$ cat config.mk
export PLATFORM = sky130hd
export DESIGN_NAME = uart_rx_fsm_flat
export DESIGN_NICKNAME = d
export VERILOG_FILES = /design/src/rtl/uart_pkg.sv /design/src/rtl/uart_rx_fsm_if.sv /design/src/rtl/uart_rx_sync.sv /design/src/rtl/uart_rx_fsm.sv /design/src/flat_wrapper.sv
export SDC_FILE = /design/constraint.sdc
export NUM_CORES = 1
export LEC_CHECK = 0
export BUFFER_PORTS_ARGS = -buffer_cell sky130_fd_sc_hd__buf_2
export CAP_MARGIN = 10
export CORE_AREA = 4 4 65 67
export DETAILED_ROUTE_END_ITERATION = 10
export DIE_AREA = 0 0 69 71
export MAX_ROUTING_LAYER = met4
export PLACE_DENSITY = 0.75
export SETUP_SLACK_MARGIN = 0.3
export SYNTH_ARGS = -nofsm -noshare
export SYNTH_HDL_FRONTEND = slang
export SYNTH_SLANG_ARGS = --single-unit
$ cat constraint.sdc
create_clock -name clk -period 1.8 [get_ports clk]
set_input_delay 0.09 -clock clk [delete_from_list [all_inputs] [get_ports clk]]
set_output_delay 0.09 -clock clk [all_outputs]
set_load 0.005 [all_outputs]
$ cat src/rtl/uart_pkg.sv
// Shared UART definitions: state codes (common with the transmit FSM),
// frame geometry and parity-sense constants.
package uart_pkg;

  localparam int DATA_BITS = 8;

  localparam bit PAR_EVEN = 1'b0;
  localparam bit PAR_ODD  = 1'b1;

  typedef enum logic [2:0] {
    IDLE   = 3'b000,
    START  = 3'b001,
    DATA   = 3'b010,
    PARITY = 3'b011,
    STOP   = 3'b100
  } uart_state_t;

endpackage

$ cat src/rtl/uart_rx_fsm_if.sv
// Receive-side signal bundle: serial line in, byte plus status out.
interface uart_rx_fsm_if;
  import uart_pkg::*;

  // rx_valid is a one-cycle strobe with no ready: rx_data/parity_err/frame_err
  // change only in the strobe cycle and hold until the next one.
  logic                 rx_in;
  logic [DATA_BITS-1:0] rx_data;
  logic                 rx_valid;
  logic                 parity_err;
  logic                 frame_err;
  logic                 rx_busy;

  modport master (
    output rx_in,
    input  rx_data, rx_valid, parity_err, frame_err, rx_busy
  );

  modport slave (
    input  rx_in,
    output rx_data, rx_valid, parity_err, frame_err, rx_busy
  );

endinterface

$ cat src/rtl/uart_rx_sync.sv
// Two-flop synchronizer for an asynchronous single-bit input; reset value
// is selectable so idle-high lines come out of reset already idle.
module uart_rx_sync #(
  parameter bit RESET_VAL = 1'b1
) (
  input  logic clk,
  input  logic rst,
  input  logic d,
  output logic q
);

  logic meta;

  always_ff @(posedge clk or negedge rst) begin
    if (!rst) begin
      meta <= RESET_VAL;
      q    <= RESET_VAL;
    end else begin
      meta <= d;
      q    <= meta;
    end
  end

endmodule

$ cat src/rtl/uart_rx_fsm.sv
// UART receiver: 8 data bits LSB first, one parity bit, one stop bit.
// Samples at bit centres measured from each synchronized start edge.
module uart_rx_fsm
  import uart_pkg::*;
#(
  parameter int CLKS_PER_BIT = 16,
  parameter bit PARITY_ODD   = 1'b0
) (
  input  logic         clk,
  input  logic         rst,
  uart_rx_fsm_if.slave bus,
  output uart_state_t  state_dbg
);

  localparam logic [7:0] BAUD_MID  = 8'(CLKS_PER_BIT / 2 - 1);
  localparam logic [7:0] BAUD_LAST = 8'(CLKS_PER_BIT - 1);

  logic                 rx_s;
  uart_state_t          state, state_nxt;
  logic [7:0]           baud, baud_nxt;
  logic [2:0]           bit_cnt, bit_nxt;
  logic                 armed, armed_nxt;
  logic [DATA_BITS-1:0] shift, shift_nxt;
  logic                 par_acc, par_nxt;
  logic                 perr, perr_nxt;
  logic [DATA_BITS-1:0] data_q, data_nxt;
  logic                 valid_q, valid_nxt;
  logic                 perr_q, perr_q_nxt;
  logic                 ferr_q, ferr_nxt;

  uart_rx_sync #(.RESET_VAL(1'b1)) u_sync (
    .clk (clk),
    .rst (rst),
    .d   (bus.rx_in),
    .q   (rx_s)
  );

  always_ff @(posedge clk or negedge rst) begin
    if (!rst) begin
      state   <= IDLE;
      baud    <= '0;
      bit_cnt <= '0;
      armed   <= 1'b0;
      shift   <= '0;
      par_acc <= 1'b0;
      perr    <= 1'b0;
      data_q  <= '0;
      valid_q <= 1'b0;
      perr_q  <= 1'b0;
      ferr_q  <= 1'b0;
    end else begin
      state   <= state_nxt;
      baud    <= baud_nxt;
      bit_cnt <= bit_nxt;
      armed   <= armed_nxt;
      shift   <= shift_nxt;
      par_acc <= par_nxt;
      perr    <= perr_nxt;
      data_q  <= data_nxt;
      valid_q <= valid_nxt;
      perr_q  <= perr_q_nxt;
      ferr_q  <= ferr_nxt;
    end
  end

  always_comb begin
    state_nxt  = state;
    baud_nxt   = baud + 8'd1;
    bit_nxt    = bit_cnt;
    armed_nxt  = armed;
    shift_nxt  = shift;
    par_nxt    = par_acc;
    perr_nxt   = perr;
    data_nxt   = data_q;
    valid_nxt  = 1'b0;
    perr_q_nxt = perr_q;
    ferr_nxt   = ferr_q;
    case (state)
      IDLE: begin
        baud_nxt = '0;
        // A start is accepted only after the line has been seen high, so a
        // held-low break cannot retrigger frames.
        if (rx_s) begin
          armed_nxt = 1'b1;
        end else if (armed) begin
          state_nxt = START;
          armed_nxt = 1'b0;
        end
      end
      START: begin
        if (baud == BAUD_MID) begin
          baud_nxt = '0;
          if (!rx_s) begin
            state_nxt = DATA;
            bit_nxt   = '0;
            par_nxt   = 1'b0;
          end else begin
            state_nxt = IDLE;
            armed_nxt = 1'b1;
          end
        end
      end
      DATA: begin
        if (baud == BAUD_LAST) begin
          baud_nxt  = '0;
          shift_nxt = {rx_s, shift[DATA_BITS-1:1]};
          par_nxt   = par_acc ^ rx_s;
          bit_nxt   = bit_cnt + 3'd1;
          if (bit_cnt == 3'd7) state_nxt = PARITY;
        end
      end
      PARITY: begin
        if (baud == BAUD_LAST) begin
          baud_nxt  = '0;
          perr_nxt  = ((par_acc ^ rx_s) != PARITY_ODD);
          state_nxt = STOP;
        end
      end
      STOP: begin
        if (baud == BAUD_LAST) begin
          baud_nxt   = '0;
          state_nxt  = IDLE;
          data_nxt   = shift;
          perr_q_nxt = perr;
          ferr_nxt   = ~rx_s;
          valid_nxt  = 1'b1;
          armed_nxt  = rx_s;
        end
      end
      default: begin
        state_nxt = IDLE;
        baud_nxt  = '0;
      end
    endcase
  end

  assign bus.rx_data    = data_q;
  assign bus.rx_valid   = valid_q;
  assign bus.parity_err = perr_q;
  assign bus.frame_err  = ferr_q;
  assign bus.rx_busy    = (state != IDLE);
  assign state_dbg      = state;

endmodule

$ cat src/flat_wrapper.sv
// flat-port wrapper written by rule: the top's interface ports become plain ports
module uart_rx_fsm_flat import uart_pkg::*;
#(
  parameter int CLKS_PER_BIT = 16,
  parameter bit PARITY_ODD   = 1'b0
)
  (clk, rst, state_dbg, bus_rx_in, bus_rx_data, bus_rx_valid, bus_parity_err, bus_frame_err, bus_rx_busy);
  uart_rx_fsm_if bus_i ();
  input  logic clk;
  input  logic rst;
  output uart_state_t state_dbg;
  input wire logic [$bits(bus_i.rx_in)-1:0] bus_rx_in;
  output wire logic [$bits(bus_i.rx_data)-1:0] bus_rx_data;
  output wire logic [$bits(bus_i.rx_valid)-1:0] bus_rx_valid;
  output wire logic [$bits(bus_i.parity_err)-1:0] bus_parity_err;
  output wire logic [$bits(bus_i.frame_err)-1:0] bus_frame_err;
  output wire logic [$bits(bus_i.rx_busy)-1:0] bus_rx_busy;
  assign bus_i.rx_in = bus_rx_in;
  assign bus_rx_data = bus_i.rx_data;
  assign bus_rx_valid = bus_i.rx_valid;
  assign bus_parity_err = bus_i.parity_err;
  assign bus_frame_err = bus_i.frame_err;
  assign bus_rx_busy = bus_i.rx_busy;
  uart_rx_fsm #(.CLKS_PER_BIT(CLKS_PER_BIT), .PARITY_ODD(PARITY_ODD)) u_core (.clk(clk), .rst(rst), .bus(bus_i), .state_dbg(state_dbg));
endmodule
Word-level counts from Yosys, hierarchy flattened
Cells that the tools add are included.
Widths: inputs -> output; s select.
{ "word_totals": {"output_inout_bits": 15, "input_bits": 3, "regBits": 38, "elab_cells": 71} }
{ "classes": {"n_eq_ne": 16, "n_mux": 27, "bitwise_logic": 2, "n_reduce_logical": 11, "add_sub_neg": 2} }
{ "ops": {"columns": ["op", "count"], "rows": [
  ["$mux 3", 10],
  ["$mux 8", 2],
  ["$pmux 8 s2", 1],
  ["$pmux 3 s5", 1],
  ["$ne 2x1->1 const B", 6],
  ["$mux 1", 9],
  ["$add 8x1->8 const B", 1],
  ["$eq 8x3->1 const B", 1],
  ["$eq 8x4->1 const B", 1],
  ["$reduce_and 4->1", 2],
  ["$reduce_and 7->1", 1],
  ["$eq 3x2->1 const B", 2],
  ["$eq 3x3->1 const B", 2],
  ["$ne 2x2->1 const B", 3],
  ["$pmux 3 s2", 1],
  ["$reduce_and 2->1", 3],
  ["$reduce_bool 3->1", 2],
  ["$add 3x1->3 const B", 1],
  ["$eq 3x1->1 const B", 1],
  ["$logic_not 3->1", 1],
  ["$pmux 1 s3", 1],
  ["$reduce_or 3->1", 1],
  ["$mux 2", 1],
  ["$pmux 1 s2", 1],
  ["other kinds (3)", 3]
]} }

Longest topological paths before layout
{ "depth": {"ltp_word": 4, "mapped_depth": 7} }

By module
A second synthesis with hierarchy kept.
{ "hier_totals": {"cells_unflattened": 137, "hier_area_um2": 1715.4} }
{ "by_module_without_submodules": {"columns": ["module", "instances", "cells_per_inst", "area_each_um2", "seq_area_each_um2"], "rows": [
  ["uart_rx_fsm", 1, 135, 1662.8, 900.9],
  ["uart_rx_sync", 1, 2, 52.6, 52.6]
]} }

Least setup slack after synthesis
No wires, ideal clock.
{ "synth_path": {"kind": "register to register", "start": "register u_core.baud[5]", "end": "register u_core.perr", "period_less_slack_ps": 1613, "slack_ps": 187, "t_arrival_ps": 1488, "setup_ps": 125, "required_ps": 1675, "stages_incl_launch_ff": 6, "n_path_buf": 1, "path_cell_list": "dfrtp_1 -> nor4_4 -> buf_6 -> nand3_1 -> nor2_1 -> mux2_2"} }
{ "synth_between": {"elab_chain_len": 2} }
{ "synth_lines": {"columns": ["element", "line_no", "rtl"], "rows": [
  ["start: declaration", "uart_rx_fsm.sv:20", "logic [7:0] baud, baud_nxt;"],
  ["start signal: assignment", "uart_rx_fsm.sv:53", "baud <= baud_nxt;"],
  ["$eq 8x4->1", "uart_rx_fsm.sv:113", "if (baud == BAUD_LAST) begin"],
  ["$reduce_and 2->1 (no source line)", null, null],
  ["end signal: assignment", "uart_rx_fsm.sv:58", "perr <= perr_nxt;"],
  ["end: declaration", "uart_rx_fsm.sv:25", "logic perr, perr_nxt;"]
]} }
Every way passes these cells.
A chain may end at the register's enable or synchronous reset.

Worst setup path after layout
{ "layout_path": {"start": "register u_core.baud[4]", "end": "register u_core.perr_q, in the netlist u_core.bus.parity_err"} }
{ "layout_between": {"elab_chain_len": 2} }
{ "layout_lines": {"columns": ["element", "line_no", "rtl"], "rows": [
  ["$eq 8x4->1", "uart_rx_fsm.sv:120", "if (baud == BAUD_LAST) begin"],
  ["$reduce_and 2->1 (no source line)", null, null],
  ["end signal: assignment", "uart_rx_fsm.sv:61", "perr_q <= perr_q_nxt;"],
  ["end: declaration", "uart_rx_fsm.sv:28", "logic perr_q, perr_q_nxt;"]
]} }
Every way passes these cells.

==> impl_metrics.tcl <==
set metrics [dict create \
    outcome "complete, no violations" \
    ys_seq_elements 38 \
    hold_violations 0 \
    antenna_left 0 \
    synth-edff-count 0 \
    tns_ns 0 \
    synth_cells 153 \
    viasPerCell 5.33 \
    grt_use_total_pct 16.2 \
    core_mm2 0.00363 \
    chipWidth_um 69 \
    initial_core_util_pct 48.8 \
    ys.flop_type "dfrtp_1" \
    io_pins 18 \
    drc 0 \
    grt_util_met2_pct 25.7 \
    critPathMaxFanout 5 \
    setup_viol 0 \
    cts_tree "built" \
    ys_types 41 \
    busiest_layer "met2" \
    htree_levels 2 \
    die_area_mm2 0.00490 \
    cts_made_buffers 5 \
    leakagePower_nw 1.15 \
    start_kind "register" \
    p_sw_mw 0.703 \
    hpwl_um 2180 \
    period_share_pct 93.0 \
    layout-drive-gt1-share_pct 42.5 \
    place.gp.congestion 0.891 \
    clkPwrFrac_pct 26.6 \
    yosys_warnings 0 \
    synth_top_area_share_pct 50.8 \
    max-vdd-ir-drop_mv 0.510 \
    p_seq_share_pct 45.9 \
    worstMarginPinSlew_ns 0.830 \
    rsz0062_at_grt "yes" \
    die_h_um 71 \
    synthArstFlopShare_pct 100 \
    row_count 22 \
    nets 198 \
    cap_violations 0 \
    clk_pin_slew_ns 0.08 \
    vias 1285 \
    overflow 0 \
    hold_class "register to register" \
    cts_buffer_depth 2 \
    yosys-top-cells-area "dfrtp_1 (51%), mux2_4 (5.9%), nand2_1 (5.9%)" \
    cp.required_ns 1.98 \
    dr.first_iter.drc_count 89 \
    clock-root-buffer "clkbuf_8" \
    syn_nets 159 \
    grt_use_met1_pct 19.9 \
    grt_pass1_vias 1276 \
    firstDrtPassIters 4 \
    grt_pass1_wl_um 6180 \
    powerDensity_mw_per_mm2 990 \
    final_util_pct 63.0 \
    cts.sinks 38 \
    final_max_slew_viol_count 0 \
    syn_to_final_growth_pct 29.2 \
    antenna_found_initial 0 \
    clock_latency_ns 0.29 \
    fin_skew_ns 0.00710 \
    antenna_cells 0 \
    yosys.area.top_type "dfrtp_1" \
    grt_max_degree 39 \
    wirelength_um 3750 \
    wl_per_cell_um 15.5 \
    crit_type "register to register" \
    finalCriticalPeriod_ns 1.67 \
    p_int_mw 1.56 \
    arrival_ns 1.85 \
    io_buffers 17 \
    postSynthAreaPerCell_um2 11.6 \
    yosysSeqAreaShare_pct 53.8 \
    fmax_ghz 0.597 \
    switching_share_pct 31.0 \
    comb_power_share_pct 27.4 \
    netlist_area_mm2 0.00177 \
    slew_headroom_pct 44.7 \
    endpoint_kind "register" \
    grt_use_met3_pct 2.98 \
]
==> path summary, 6_finish.rpt <==
| check | from | end | slack, ns | depth (start not counted) |
|---|---|---|---|---|
| hold reg to reg | u_core.u_sync.meta | u_core.u_sync.q | 0.36 | 0 |
| min in group asynchronous | rst | u_core.armed | 0.43 | 2 |
| max in group asynchronous | rst | u_core.baud[4] | 0.81 | 2 |
| setup / recovery | u_core.baud[4] | u_core.bus.parity_err | 0.13 | 5 |
| setup reg to reg | u_core.baud[4] | u_core.bus.parity_err | 0.13 | 5 |
| hold / removal | u_core.u_sync.meta | u_core.u_sync.q | 0.36 | 0 |
==> critical path, cell delays in order, from the launching register on <==
cell	delay (ns)
dfrtp_2	0.43
nor4_4	0.37
buf_4	0.23
buf_12	0.11
nand3_4	0.10
mux2_4	0.32
==> logic make-up (layout without fill, tap and decap cells) <==
logic type | Yosys count | after routing | synth area share [%]
xor gates and xnor gates | 8 | 8 | 3.95
buffers and inverters | 12 | 51 | 4.52
adders and majority gates | 3 | 3 | 2.12
and+or+nand+nor | 63 | 64 | 19.3
AOI/OAI and AO/OA | 19 | 19 | 8.47
DFF | 38 | 38 | 53.8
muxes | 10 | 10 | 7.84
==> state kept, by name, indices dropped and copies added (netlist names) <==
register               flops
u_core.bus.parity_err      1
u_core.perr                1
u_core.bit_cnt             3
u_core.u_sync.q            1
u_core.bus.frame_err       1
u_core.u_sync.meta         1
u_core.bus.rx_data         8
u_core.bus.rx_valid        1
u_core.baud                8
u_core.armed               1
u_core.shift               8
u_core.state_dbg           3
u_core.par_acc             1
==> stage by stage <==
| stage | setup WS [ns] | cell area (um^2) | total power, mW | cells | hold slack [ns] |
|---|---|---|---|---|---|
| after floorplan | 0.209 | 1790 | 1.35 | 153 | -0.206 |
| after global placement | 0.108 | 1910 | 1.46 | 216 | 0.196 |
| after detailed placement | 0.0447 | 1910 | 1.48 | 216 | 0.198 |
| after CTS | 0.172 | 2190 | 2.17 | 235 | 0.357 |
| after global routing | 0.0724 | 2290 | 2.38 | 241 | 0.364 |
| final | 0.126 | 2290 | 2.27 | 241 | 0.356 |
==> synth_stat cells, types with 2 or more instances <==
cell type	number
xnor2_1	4
dfstp_2	2
buf_2	4
o21ai_0	3
dfrtp_1	36
nand4_1	2
a21oi_1	3
mux2_4	7
ha_1	3
nor3b_2	2
buf_6	4
nand3_1	5
nor2_1	9
and2_1	3
and3_1	3
a21o_1	2
mux2_2	3
nor2b_1	2
nand2_1	28
inv_1	3
a22o_1	2
xor2_1	4
==> routing by layer <==
layer  vias up  routed length, um
met5         -                  0
met4         0                 78
met3         5                114
met2        25               1870
met1       652               1680
li1        603                  -
==> cells in the final DEF (no fill, tap or decap), types with 2 or more instances in the layout <==
cell           Yosys  layout
dfrtp_1           36      33
nand2_1           28      27
buf_2              4      17
buf_4              0      15
mux2_4             7       8
nor2_1             9       7
clkbuf_8           0       6
buf_6              4       5
xor2_1             4       4
xnor2_1            4       4
inv_1              3       3
nand3_1            5       3
nand3_4            1       3
a21oi_1            3       3
dfrtp_2            0       3
and2_1             3       2
nor2b_1            2       2
and3_4             0       2
nand4_1            2       2
nor3b_2            2       2
a22o_1             2       2
o21ai_1            0       2
a21o_1             2       2
mux2_2             3       2
ha_1               3       2
dlygate4sd3_1      0       2
dfstp_2            2       2
==> layout make-up <==
cell class | count | area (um^2)
clock buffers | 7 | 86.3
clock inverters | 1 | 5.00
fillers | 277 | 1340
inverters | 3 | 11.3
multi-input cells | 104 | 876
flip-flops and latches | 38 | 957
well taps | 48 | 60.1
repair buffers | 40 | 294
==> timing repair <==
| action | CTS | global route |
|---|---|---|
| pin swaps | 10 | 4 |
| endpoints found under the hold margin | 37 | 0 |
| setup endpoints to repair | 32 | 35 |
| buffers inserted | 7 | 6 |
| gates cloned | 2 | 0 |
| gates resized for setup | 22 | 9 |
| hold buffers | 2 | 0 |
==> power by group through the flow <==
stage | registers [mW] | logic (mW) | clock network [mW]
finish | 1.04 | 0.622 | 0.604
global route | 1.05 | 0.681 | 0.648
CTS | 1.03 | 0.536 | 0.609
detailed placement | 1.03 | 0.450 | 0
global placement | 1.02 | 0.435 | 0
floorplan | 1.01 | 0.346 | 0
Power figures use the tool's default switching activity.
